## config.mk

```make
export PLATFORM = sky130hd
export DESIGN_NAME = mem_byte_master
export DESIGN_NICKNAME = d
export VERILOG_FILES = /design/src/rtl/mem_byte_master_pkg.sv /design/src/rtl/mem_byte_master_byte_assembler.sv /design/src/rtl/mem_byte_master.sv
export SDC_FILE = /design/constraint.sdc
export NUM_CORES = 1
export LEC_CHECK = 0
export ABC_CLOCK_PERIOD_IN_PS = 4600
export CORE_MARGIN = 10
export CORE_UTILIZATION = 60
export CTS_CLUSTER_SIZE = 40
export DETAILED_ROUTE_END_ITERATION = 12
export DONT_BUFFER_PORTS = 1
export GPL_ROUTABILITY_DRIVEN = 0
export GPL_TIMING_DRIVEN = 0
export HOLD_SLACK_MARGIN = 0.02
export PLACE_DENSITY = 0.74
export SETUP_SLACK_MARGIN = 0.4
export SYNTH_ARGS = -nofsm -noshare
export SYNTH_HDL_FRONTEND = slang
export SYNTH_SLANG_ARGS = --single-unit
export TNS_END_PERCENT = 5
```

## constraint.sdc

```tcl
create_clock -name clk -period 4.6 [get_ports clk]
set_input_delay 0.92 -clock clk [delete_from_list [all_inputs] [get_ports clk]]
set_output_delay 0.92 -clock clk [all_outputs]
set_load 0.01 [all_outputs]
```

## src/rtl/mem_byte_master_pkg.sv

```systemverilog
// Shared types and funct3 decoding for the byte-wide memory master.
// No logic here beyond the funct3 to byte-count mapping.
package mem_byte_master_pkg;

   typedef enum logic [2:0] {
      IDLE   = 3'd0,
      FETCH  = 3'd1,
      DREAD  = 3'd2,
      DWRITE = 3'd3,
      DONE   = 3'd4
   } state_e;

   localparam logic [2:0] LB  = 3'b000;
   localparam logic [2:0] LH  = 3'b001;
   localparam logic [2:0] LW  = 3'b010;
   localparam logic [2:0] LBU = 3'b100;
   localparam logic [2:0] LHU = 3'b101;
   localparam logic [2:0] SB  = 3'b000;
   localparam logic [2:0] SH  = 3'b001;
   localparam logic [2:0] SW  = 3'b010;

   // Zero marks an illegal funct3 for the given access direction.
   function automatic logic [2:0] f3_nbytes(input logic [2:0] f3, input logic is_store);
      logic [2:0] n;
      n = 3'd0;
      case (f3)
         3'b000:  n = 3'd1;
         3'b001:  n = 3'd2;
         3'b010:  n = 3'd4;
         3'b100:  n = is_store ? 3'd0 : 3'd1;
         3'b101:  n = is_store ? 3'd0 : 3'd2;
         default: n = 3'd0;
      endcase
      return n;
   endfunction

endpackage

```

## src/rtl/mem_byte_master_byte_assembler.sv

```systemverilog
// Little-endian byte collector shared by fetch and load paths; word_o/ext_o
// include the byte being captured this cycle so completion needs no extra stage.
module byte_assembler
   import mem_byte_master_pkg::*;
(
   input  logic        clk,
   input  logic        rst,
   input  logic        clr_i,
   input  logic        cap_i,
   input  logic [7:0]  byte_i,
   input  logic [2:0]  nbytes_i,
   input  logic        unsigned_i,
   output logic [2:0]  cnt_o,
   output logic [31:0] word_o,
   output logic [31:0] ext_o
);

   logic [31:0] word_q, word_d;
   logic [2:0]  cnt_q, cnt_d;

   always_comb begin
      word_d = word_q;
      cnt_d  = cnt_q;
      if (clr_i) begin
         word_d = '0;
         cnt_d  = 3'd0;
      end else if (cap_i) begin
         word_d[{cnt_q[1:0], 3'b000} +: 8] = byte_i;
         cnt_d = cnt_q + 3'd1;
      end
   end

   always_comb begin
      ext_o = word_d;
      case (nbytes_i)
         3'd1:    ext_o = unsigned_i ? {24'd0, word_d[7:0]}  : {{24{word_d[7]}},  word_d[7:0]};
         3'd2:    ext_o = unsigned_i ? {16'd0, word_d[15:0]} : {{16{word_d[15]}}, word_d[15:0]};
         default: ext_o = word_d;
      endcase
   end

   always_ff @(posedge clk or negedge rst) begin
      if (!rst) begin
         word_q <= '0;
         cnt_q  <= 3'd0;
      end else begin
         word_q <= word_d;
         cnt_q  <= cnt_d;
      end
   end

   assign cnt_o  = cnt_q;
   assign word_o = word_d;

endmodule

```

## src/rtl/mem_byte_master.sv

```systemverilog
// Sole initiator on the byte memory port: turns fetch and load/store requests into byte strobes.
// Requests are held by the requester until the one-cycle ready; data wins over fetch in IDLE.
module mem_byte_master
   import mem_byte_master_pkg::*;
#(
   parameter int ADDR_W = 12
) (
   input  logic              clk,
   input  logic              rst,
   input  logic              if_req,
   input  logic [ADDR_W-1:0] if_addr,
   output logic              if_ready,
   output logic [31:0]       if_instr,
   output logic              if_len,
   input  logic              d_req,
   input  logic              d_we,
   input  logic [ADDR_W-1:0] d_addr,
   input  logic [2:0]        d_func3,
   input  logic [31:0]       d_wdata,
   output logic              d_ready,
   output logic [31:0]       d_rdata,
   output logic              d_err,
   output logic [ADDR_W-1:0] mem_addr,
   output logic              mem_re,
   output logic              mem_we,
   output logic [7:0]        mem_wdata,
   input  logic [7:0]        mem_rdata,
   output logic              busy
);

   state_e            state_q;
   logic              err_q;
   logic              uns_q;
   logic [2:0]        n_q;
   logic [2:0]        iss_q;
   logic [31:0]       wdata_q;
   logic              cap_vld_q;

   logic              if_ready_q, if_len_q, d_ready_q, d_err_q, busy_q;
   logic [31:0]       if_instr_q, d_rdata_q;
   logic [ADDR_W-1:0] mem_addr_q;
   logic              mem_re_q, mem_we_q;
   logic [7:0]        mem_wdata_q;

   logic [2:0]        d_n;
   logic              accept;
   logic              fetch_ext;
   logic              last_cap;
   logic [2:0]        n_eff;
   logic [2:0]        asm_cnt;
   logic [31:0]       asm_word, asm_ext;
   logic [ADDR_W-1:0] mem_addr_d;

   assign d_n        = f3_nbytes(d_func3, d_we);
   assign accept     = (state_q == IDLE) && (d_req || if_req);
   // Byte a is decoded as it arrives so byte a+2 can be issued on the very next cycle.
   assign fetch_ext  = (state_q == FETCH) && cap_vld_q && (asm_cnt == 3'd0) &&
                       (mem_rdata[1:0] == 2'b11);
   assign n_eff      = fetch_ext ? 3'd4 : n_q;
   assign last_cap   = cap_vld_q && (asm_cnt == n_eff - 3'd1);
   assign mem_addr_d = mem_addr_q + ADDR_W'(1);

   byte_assembler u_asm (
      .clk        (clk),
      .rst        (rst),
      .clr_i      (accept),
      .cap_i      (cap_vld_q),
      .byte_i     (mem_rdata),
      .nbytes_i   (n_eff),
      .unsigned_i (uns_q),
      .cnt_o      (asm_cnt),
      .word_o     (asm_word),
      .ext_o      (asm_ext)
   );

   always_ff @(posedge clk or negedge rst) begin
      if (!rst) begin
         state_q     <= IDLE;
         err_q       <= 1'b0;
         uns_q       <= 1'b0;
         n_q         <= 3'd0;
         iss_q       <= 3'd0;
         wdata_q     <= '0;
         cap_vld_q   <= 1'b0;
         if_ready_q  <= 1'b0;
         if_instr_q  <= '0;
         if_len_q    <= 1'b0;
         d_ready_q   <= 1'b0;
         d_rdata_q   <= '0;
         d_err_q     <= 1'b0;
         mem_addr_q  <= '0;
         mem_re_q    <= 1'b0;
         mem_we_q    <= 1'b0;
         mem_wdata_q <= '0;
         busy_q      <= 1'b0;
      end else begin
         if_ready_q <= 1'b0;
         d_ready_q  <= 1'b0;
         d_err_q    <= 1'b0;
         cap_vld_q  <= mem_re_q;
         unique case (state_q)
            IDLE: begin
               if (d_req) begin
                  busy_q  <= 1'b1;
                  uns_q   <= d_func3[2];
                  wdata_q <= d_wdata;
                  n_q     <= d_n;
                  err_q   <= (d_n == 3'd0);
                  state_q <= d_we ? DWRITE : DREAD;
                  if (d_n != 3'd0) begin
                     iss_q      <= 3'd1;
                     mem_addr_q <= d_addr;
                     if (d_we) begin
                        mem_we_q    <= 1'b1;
                        mem_wdata_q <= d_wdata[7:0];
                     end else begin
                        mem_re_q <= 1'b1;
                     end
                  end
               end else if (if_req) begin
                  busy_q     <= 1'b1;
                  uns_q      <= 1'b0;
                  n_q        <= 3'd2;
                  err_q      <= 1'b0;
                  iss_q      <= 3'd1;
                  mem_addr_q <= if_addr;
                  mem_re_q   <= 1'b1;
                  state_q    <= FETCH;
               end
            end
            FETCH, DREAD: begin
               if (err_q) begin
                  state_q   <= DONE;
                  d_ready_q <= 1'b1;
                  d_err_q   <= 1'b1;
                  d_rdata_q <= '0;
               end else begin
                  if (iss_q < n_eff) begin
                     mem_re_q   <= 1'b1;
                     mem_addr_q <= mem_addr_d;
                     iss_q      <= iss_q + 3'd1;
                  end else begin
                     mem_re_q <= 1'b0;
                  end
                  if (fetch_ext)
                     n_q <= 3'd4;
                  if (last_cap) begin
                     state_q <= DONE;
                     if (state_q == FETCH) begin
                        if_ready_q <= 1'b1;
                        if_instr_q <= asm_word;
                        if_len_q   <= (n_eff == 3'd4);
                     end else begin
                        d_ready_q <= 1'b1;
                        d_rdata_q <= asm_ext;
                     end
                  end
               end
            end
            DWRITE: begin
               if (err_q) begin
                  state_q   <= DONE;
                  d_ready_q <= 1'b1;
                  d_err_q   <= 1'b1;
                  d_rdata_q <= '0;
               end else if (iss_q < n_q) begin
                  mem_addr_q  <= mem_addr_d;
                  mem_wdata_q <= wdata_q[{iss_q[1:0], 3'b000} +: 8];
                  iss_q       <= iss_q + 3'd1;
               end else begin
                  mem_we_q  <= 1'b0;
                  state_q   <= DONE;
                  d_ready_q <= 1'b1;
               end
            end
            DONE: begin
               state_q <= IDLE;
               busy_q  <= 1'b0;
            end
            default: state_q <= IDLE;
         endcase
      end
   end

   assign if_ready  = if_ready_q;
   assign if_instr  = if_instr_q;
   assign if_len    = if_len_q;
   assign d_ready   = d_ready_q;
   assign d_rdata   = d_rdata_q;
   assign d_err     = d_err_q;
   assign mem_addr  = mem_addr_q;
   assign mem_re    = mem_re_q;
   assign mem_we    = mem_we_q;
   assign mem_wdata = mem_wdata_q;
   assign busy      = busy_q;

endmodule

```

# Word level (Yosys, flattened, before mapping)
# Cells that the tools add are included.
[totals] ff_bits=170 inputBits=72 out_inout_bits=91 word_cells=170
[classes] add_sub_neg=5 order_cmp=2 n_eq_ne=28 n_shift=3 mux=80 n_bitwise=1 reduce_logical=31
[ops] op="$mux W32" count=8
[ops] op="$pmux W32 S2" count=2
[ops] op="$mux W12" count=7
[ops] op="$mux W3" count=18
[ops] op="$mux W8" count=5
[ops] op="$pmux W12 S3" count=1
[ops] op="$bwmux W32" count=1
[ops] op="$shift A8 B7 Y32 const A" count=1
[ops] op="$shiftx A32 B6 Y8" count=1
[ops] op="$shiftx A8 B7 Y32" count=1
[ops] op="$mux W1" count=28
[ops] op="$pmux W3 S3" count=2
[ops] op="$ne A2 B2 Y1 const B" count=8
[ops] op="$pmux W8 S2" count=1
[ops] op="$ne A3 B3 Y1 const B" count=5
[ops] op="$pmux W3 S5" count=1
[ops] op="$add A12 B1 Y12 const B" count=1
[ops] op="$eq A3 B2 Y1 const B" count=4
[ops] op="$eq A3 B3 Y1 const B" count=4
[ops] op="$logic_not A3 Y1" count=4
[ops] op="$reduce_and A6 Y1" count=2
[ops] op="$reduce_bool A2 Y1" count=6
[ops] op="$eq A3 B1 Y1 const B" count=3
[ops] op="$pmux W1 S2" count=4
[ops] op="other kinds (21)" count=32

# Longest topological paths before layout
[logic_depth] word_depth=11 ltp_mapped=15 ltp_nobuf=13

# Hierarchy
# From an unflattened synthesis, not the netlist that was laid out.
[unflattened] cells_unflattened=739 hier_area_um2=8145.3
[modules_own_cells] module="mem_byte_master" instances=1 cells_per_inst=555 area_each_um2=6216.0 seq_area_each_um2=3378.2
[modules_own_cells] module="byte_assembler" instances=1 cells_per_inst=184 area_each_um2=1929.4 seq_area_each_um2=875.8

# Least setup slack after synthesis
# Ideal clock, no wire load.
[synth_path] path_type="input port to flip-flop" from="input port mem_rdata[1]" to="register if_instr_q[10] (netlist: if_instr[10])" setup_ps=125 arrival_time_ps=3159 required_time_ps=4475 slack_ps=1316 path_stages=10 n_path_buf=2 path_cell_list="clkbuf_1 > nand3_1 > nand2_1 > inv_1 > ha_1 > xnor2_1 > nand2_1 > nor4_4 > buf_6 > mux2_2"
[synth_via] elab_chain_cells=7 word_cells_on_any_way=11 cone_classes="add/sub: 1; eq/ne: 2; shift: 1; mux: 4; reduce/logical: 3"
[synth_rtl] element="from (decl)" line="mem_byte_master.sv:27" rtl="input logic [7:0] mem_rdata,"
[synth_rtl] element="$eq A2 B2 Y1" line="mem_byte_master.sv:58" rtl="(mem_rdata[1:0] == 2'b11);"
[synth_rtl] element="$logic_and A1 B1 Y1" line="mem_byte_master.sv:57" rtl="assign fetch_ext = (state_q == FETCH) && cap_vld_q && (asm_cnt == 3'd0) &&"
[synth_rtl] element="$mux W3"
[synth_rtl] element="$sub A3 B1 Y3" line="mem_byte_master.sv:60" rtl="assign last_cap = cap_vld_q && (asm_cnt == n_eff - 3'd1);"
[synth_rtl] element="$eq A3 B3 Y1" line="mem_byte_master.sv:60"
[synth_rtl] element="$logic_and A1 B1 Y1" line="mem_byte_master.sv:60"
[synth_rtl] element="$reduce_and A4 Y1 (no line)"
[synth_rtl] element="to (signal assigned)" line="mem_byte_master.sv:151" rtl="if_instr_q <= asm_word;"
[synth_rtl] element="to (decl)" line="mem_byte_master.sv:40" rtl="logic [31:0] if_instr_q, d_rdata_q;"
# Several ways; a longest one is shown, not always the timed one.
# A chain may end at the register's enable or synchronous reset.

# Final worst setup path
[layout_path] from="register u_asm.cnt_q[0] (netlist: u_asm.cnt_o[0])" to="register if_instr_q[22] (netlist: if_instr[22])"
[layout_via] elab_chain_cells=8 word_cells_on_any_way=14 cone_classes="add/sub: 2; eq/ne: 1; shift: 2; mux: 4; reduce/logical: 5"
[layout_rtl] element="from (decl)" line="mem_byte_master_byte_assembler.sv:19" rtl="logic [2:0] cnt_q, cnt_d;"
[layout_rtl] element="from (signal assigned)" line="mem_byte_master_byte_assembler.sv:48" rtl="cnt_q <= cnt_d;"
[layout_rtl] element="parallel branches: the longest is 8 deep, another holds $neg A5 Y7"
# Several ways; the timed one is not identified.

==> metrics.yaml <==
outcome: "completed"
core_mm2: 0.0127
synth_warnings: 0
area_growth_pct: 11.2
synth.largest_area_cell: "dfrtp_1"
clk_root_buffer_cell: "clkbuf_16"
grt_pass1_vias: 5709
h-tree-depth: 4
port-buffer-count: 0
cap_violations: 0
wire_per_inst_um: 22.7
clk_latency_ns: 0.43
required_ns: 4.90
tns_ns: 0
layout-drive-gt1-share: 0.170
synth-seq-cells: 170
pwr-share-seq: 0.394
rsz0062_at_grt: "no"
finalCriticalPeriod_ns: 3.82
synth-edff-count: 0
placed_cell_area_mm2: 0.00805
layout.nets: 779
crit_family: "simple AND/OR/NAND/NOR gates"
synth_cells: 672
setup_viol: 0
final_hold_viol_count: 0
slew_viol_final: 0
fp.dieW_um: 134
p_comb_frac: 0.350
finClkSkew_ns: 0.00891
finalPower_mw: 6.11
critPathMaxStageDelay_ns: 0.73
first_pass_iters: 6
drt_iter0_drc: 584
die_area_mm2: 0.0180
cp_slowest_cell: "nor4_4"
synth.avg_cell_area_um2: 11.7
tightest_slew_ns: 1.16
io_pins: 163
grt_max_degree: 171
synthTopCellsByArea: "dfrtp_1, mux2_2, nor2_1"
fin_crit_sh: 0.830
antenna_found_initial: 0
final_area_mm2: 0.00871
ys_seq_area_frac: 0.543
synth_top_area_share: 0.543
synthArstFlopShare: 1.00
grt_pass1_wl_um: 32100
gr-total-overflow: 0
worstSetupStartpoint: "u_asm.cnt_o[0]"
cp.buffers_inverters: 4
clock_sinks: 170
endpoint_kind: "register"
max_freq_mhz: 262
diodes: 0
start_kind: "register"
hp-class: "input port to async pin"
die_h_um: 134
max-vdd-ir-drop_v: 0.000483
drcViolationCount: 0
switching_share: 0.376
synth_flop_cell: "dfrtp_1"
clk_path_buf_depth: 2
ys_types: 57
cts_made_buffers: 17
p_int_mw: 3.81
p_switching_mw: 2.30
ant_nets: 0
vias: 5559
yosysMostFrequentCell: "dfrtp_1"
p_per_area_mw_per_mm2: 701
clk_pin_slew_ns: 0.07
criticalPathCategory: "register to register"
arrival_ns: 4.12
syn_area_mm2: 0.00783
routed_wl_um: 19900
routed_via_density: 6.34
place_hpwl_um: 14300
slew_headroom: 0.219
yosys-top-cells-count: "dfrtp_1, nor2_1, mux2_2"
cts_tree: "built"
syn-num-nets: 759
path_cells: "buf_2 > inv_1 > ha_1 > and4b_4 > nand3_1 > nand2_1 > inv_1 > ha_1 > xnor2_1 > nand2_1 > nor4_4 > buf_6 > mux2_1"
rr_startpoint: "u_asm.cnt_o[0]"
p_leak_nw: 3.88
num_rows: 41
crit_fanout: 10
start_util: 0.616
grt_usage: 0.225
clockPowerShare: 0.256
-- sequential cells by signal (all words and copies together) (netlist names) --
register,flops
d_rdata,32
if_instr,32
u_asm.word_q,32
wdata_q,32
mem_addr,12
mem_wdata,8
iss_q,3
n_q,3
state_q,3
u_asm.cnt_o,3
busy,1
cap_vld_q,1
d_err,1
d_ready,1
err_q,1
if_len,1
if_ready,1
mem_re,1
mem_we,1
uns_q,1
-- placed cells by master, fill, tap and decap left out, drive strengths merged, types with 4 or more instances in the layout --
master | synthesis | routed
mux2i | 8 | 8
inv | 11 | 13
nand2 | 43 | 43
a21o | 4 | 4
nand3b | 4 | 4
clkinvlp | 0 | 4
and3 | 4 | 4
nand3 | 10 | 10
mux2 | 67 | 67
nor2b | 8 | 8
o22a | 7 | 7
ha | 15 | 15
o2bb2ai | 8 | 8
a22o | 26 | 26
buf | 13 | 14
a21oi | 32 | 32
nor4 | 4 | 4
a22oi | 32 | 32
a211oi | 5 | 5
a31oi | 17 | 17
nor3 | 7 | 7
dfrtp | 170 | 170
mux4 | 8 | 8
nor2 | 67 | 67
clkbuf | 31 | 49
xnor2 | 5 | 5
o31ai | 18 | 18
bufinv | 0 | 5
o21ai | 15 | 15
-- worst register-to-register path, cell delays in order (launching register included) --
cell and delay [ns]:
dfrtp_1 0.41, buf_2 0.21, inv_1 0.14, ha_1 0.23, and4b_4 0.30, nand3_1 0.16, nand2_1 0.20, inv_1 0.06
ha_1 0.28, xnor2_1 0.22, nand2_1 0.15, nor4_4 0.73, buf_6 0.25, mux2_1 0.35
-- layout make-up --
| cell class | count | area, µm² |
|---|---|---|
| Sequential cell | 170 | 4250 |
| Fill cell | 943 | 4010 |
| Multi-Input combinational cell | 447 | 3350 |
| Clock buffer | 18 | 429 |
| Clock inverter | 14 | 219 |
| Tap cell | 172 | 215 |
| Buffer | 44 | 201 |
| Inverter | 11 | 41.3 |
| Timing Repair Buffer | 1 | 5.00 |
-- logic make-up after synthesis --
kind of cell             after synthesis  share of synthesized area
AO/OA/AOI/OAI                        174                      0.159
XOR/XNOR                               8                    0.00894
adder cells (fa/ha/maj)               15                     0.0240
buffers and inverters                 55                     0.0310
flip-flops                           170                      0.543
multiplexers                          83                      0.130
AND/OR/NAND/NOR                      167                      0.104
-- per-stage QoR --
step	utilization	std cells	setup slack [ns]	hold slack, ns
after floorplan	-	672	1.32	0.430
after global placement	0.633	844	0.581	0.485
after detailed placement	0.633	844	0.489	0.490
after CTS	0.684	876	0.773	0.176
after global routing	0.685	877	0.485	0.167
final	0.685	877	0.780	0.193
-- repair_timing --
action | CTS | global route
hold buffers | 0 | 0
endpoints found under the setup margin | 0 | 10
gates resized for setup | 0 | 1
buffers inserted | 0 | 0
-- layer usage --
| layer | track usage | share of wire | wire [µm] |
|---|---|---|---|
| met5 | 0 | 0 | 0 |
| met1 | 0.263 | 0.38 | 7640 |
| met4 | 0.0828 | 0.023 | 450 |
| met3 | 0.0851 | 0.097 | 1920 |
| met2 | 0.368 | 0.50 | 9880 |
-- power groups by stage --
stage                     combinational (mW)  clock [mW]  sequential, mW
after floorplan                         1.68           0            2.29
after global placement                  2.01           0            2.40
after detailed placement                2.10           0            2.44
after CTS                               2.12        1.58            2.41
after global routing                    2.36        1.65            2.47
final                                   2.14        1.56            2.41
-- final timing paths --
check                      cells past startpoint  slack, ns            to
max                                           13       0.78  if_instr[22]
min                                            0       0.19   d_rdata[30]
min in group clk                               0       0.50     cap_vld_q
max in group asynchronous                      0       4.25          busy
max reg2reg                                   13       0.78  if_instr[22]
min reg2reg                                    0       0.50     cap_vld_q
Note: power is estimated with default switching activity, not from simulation.
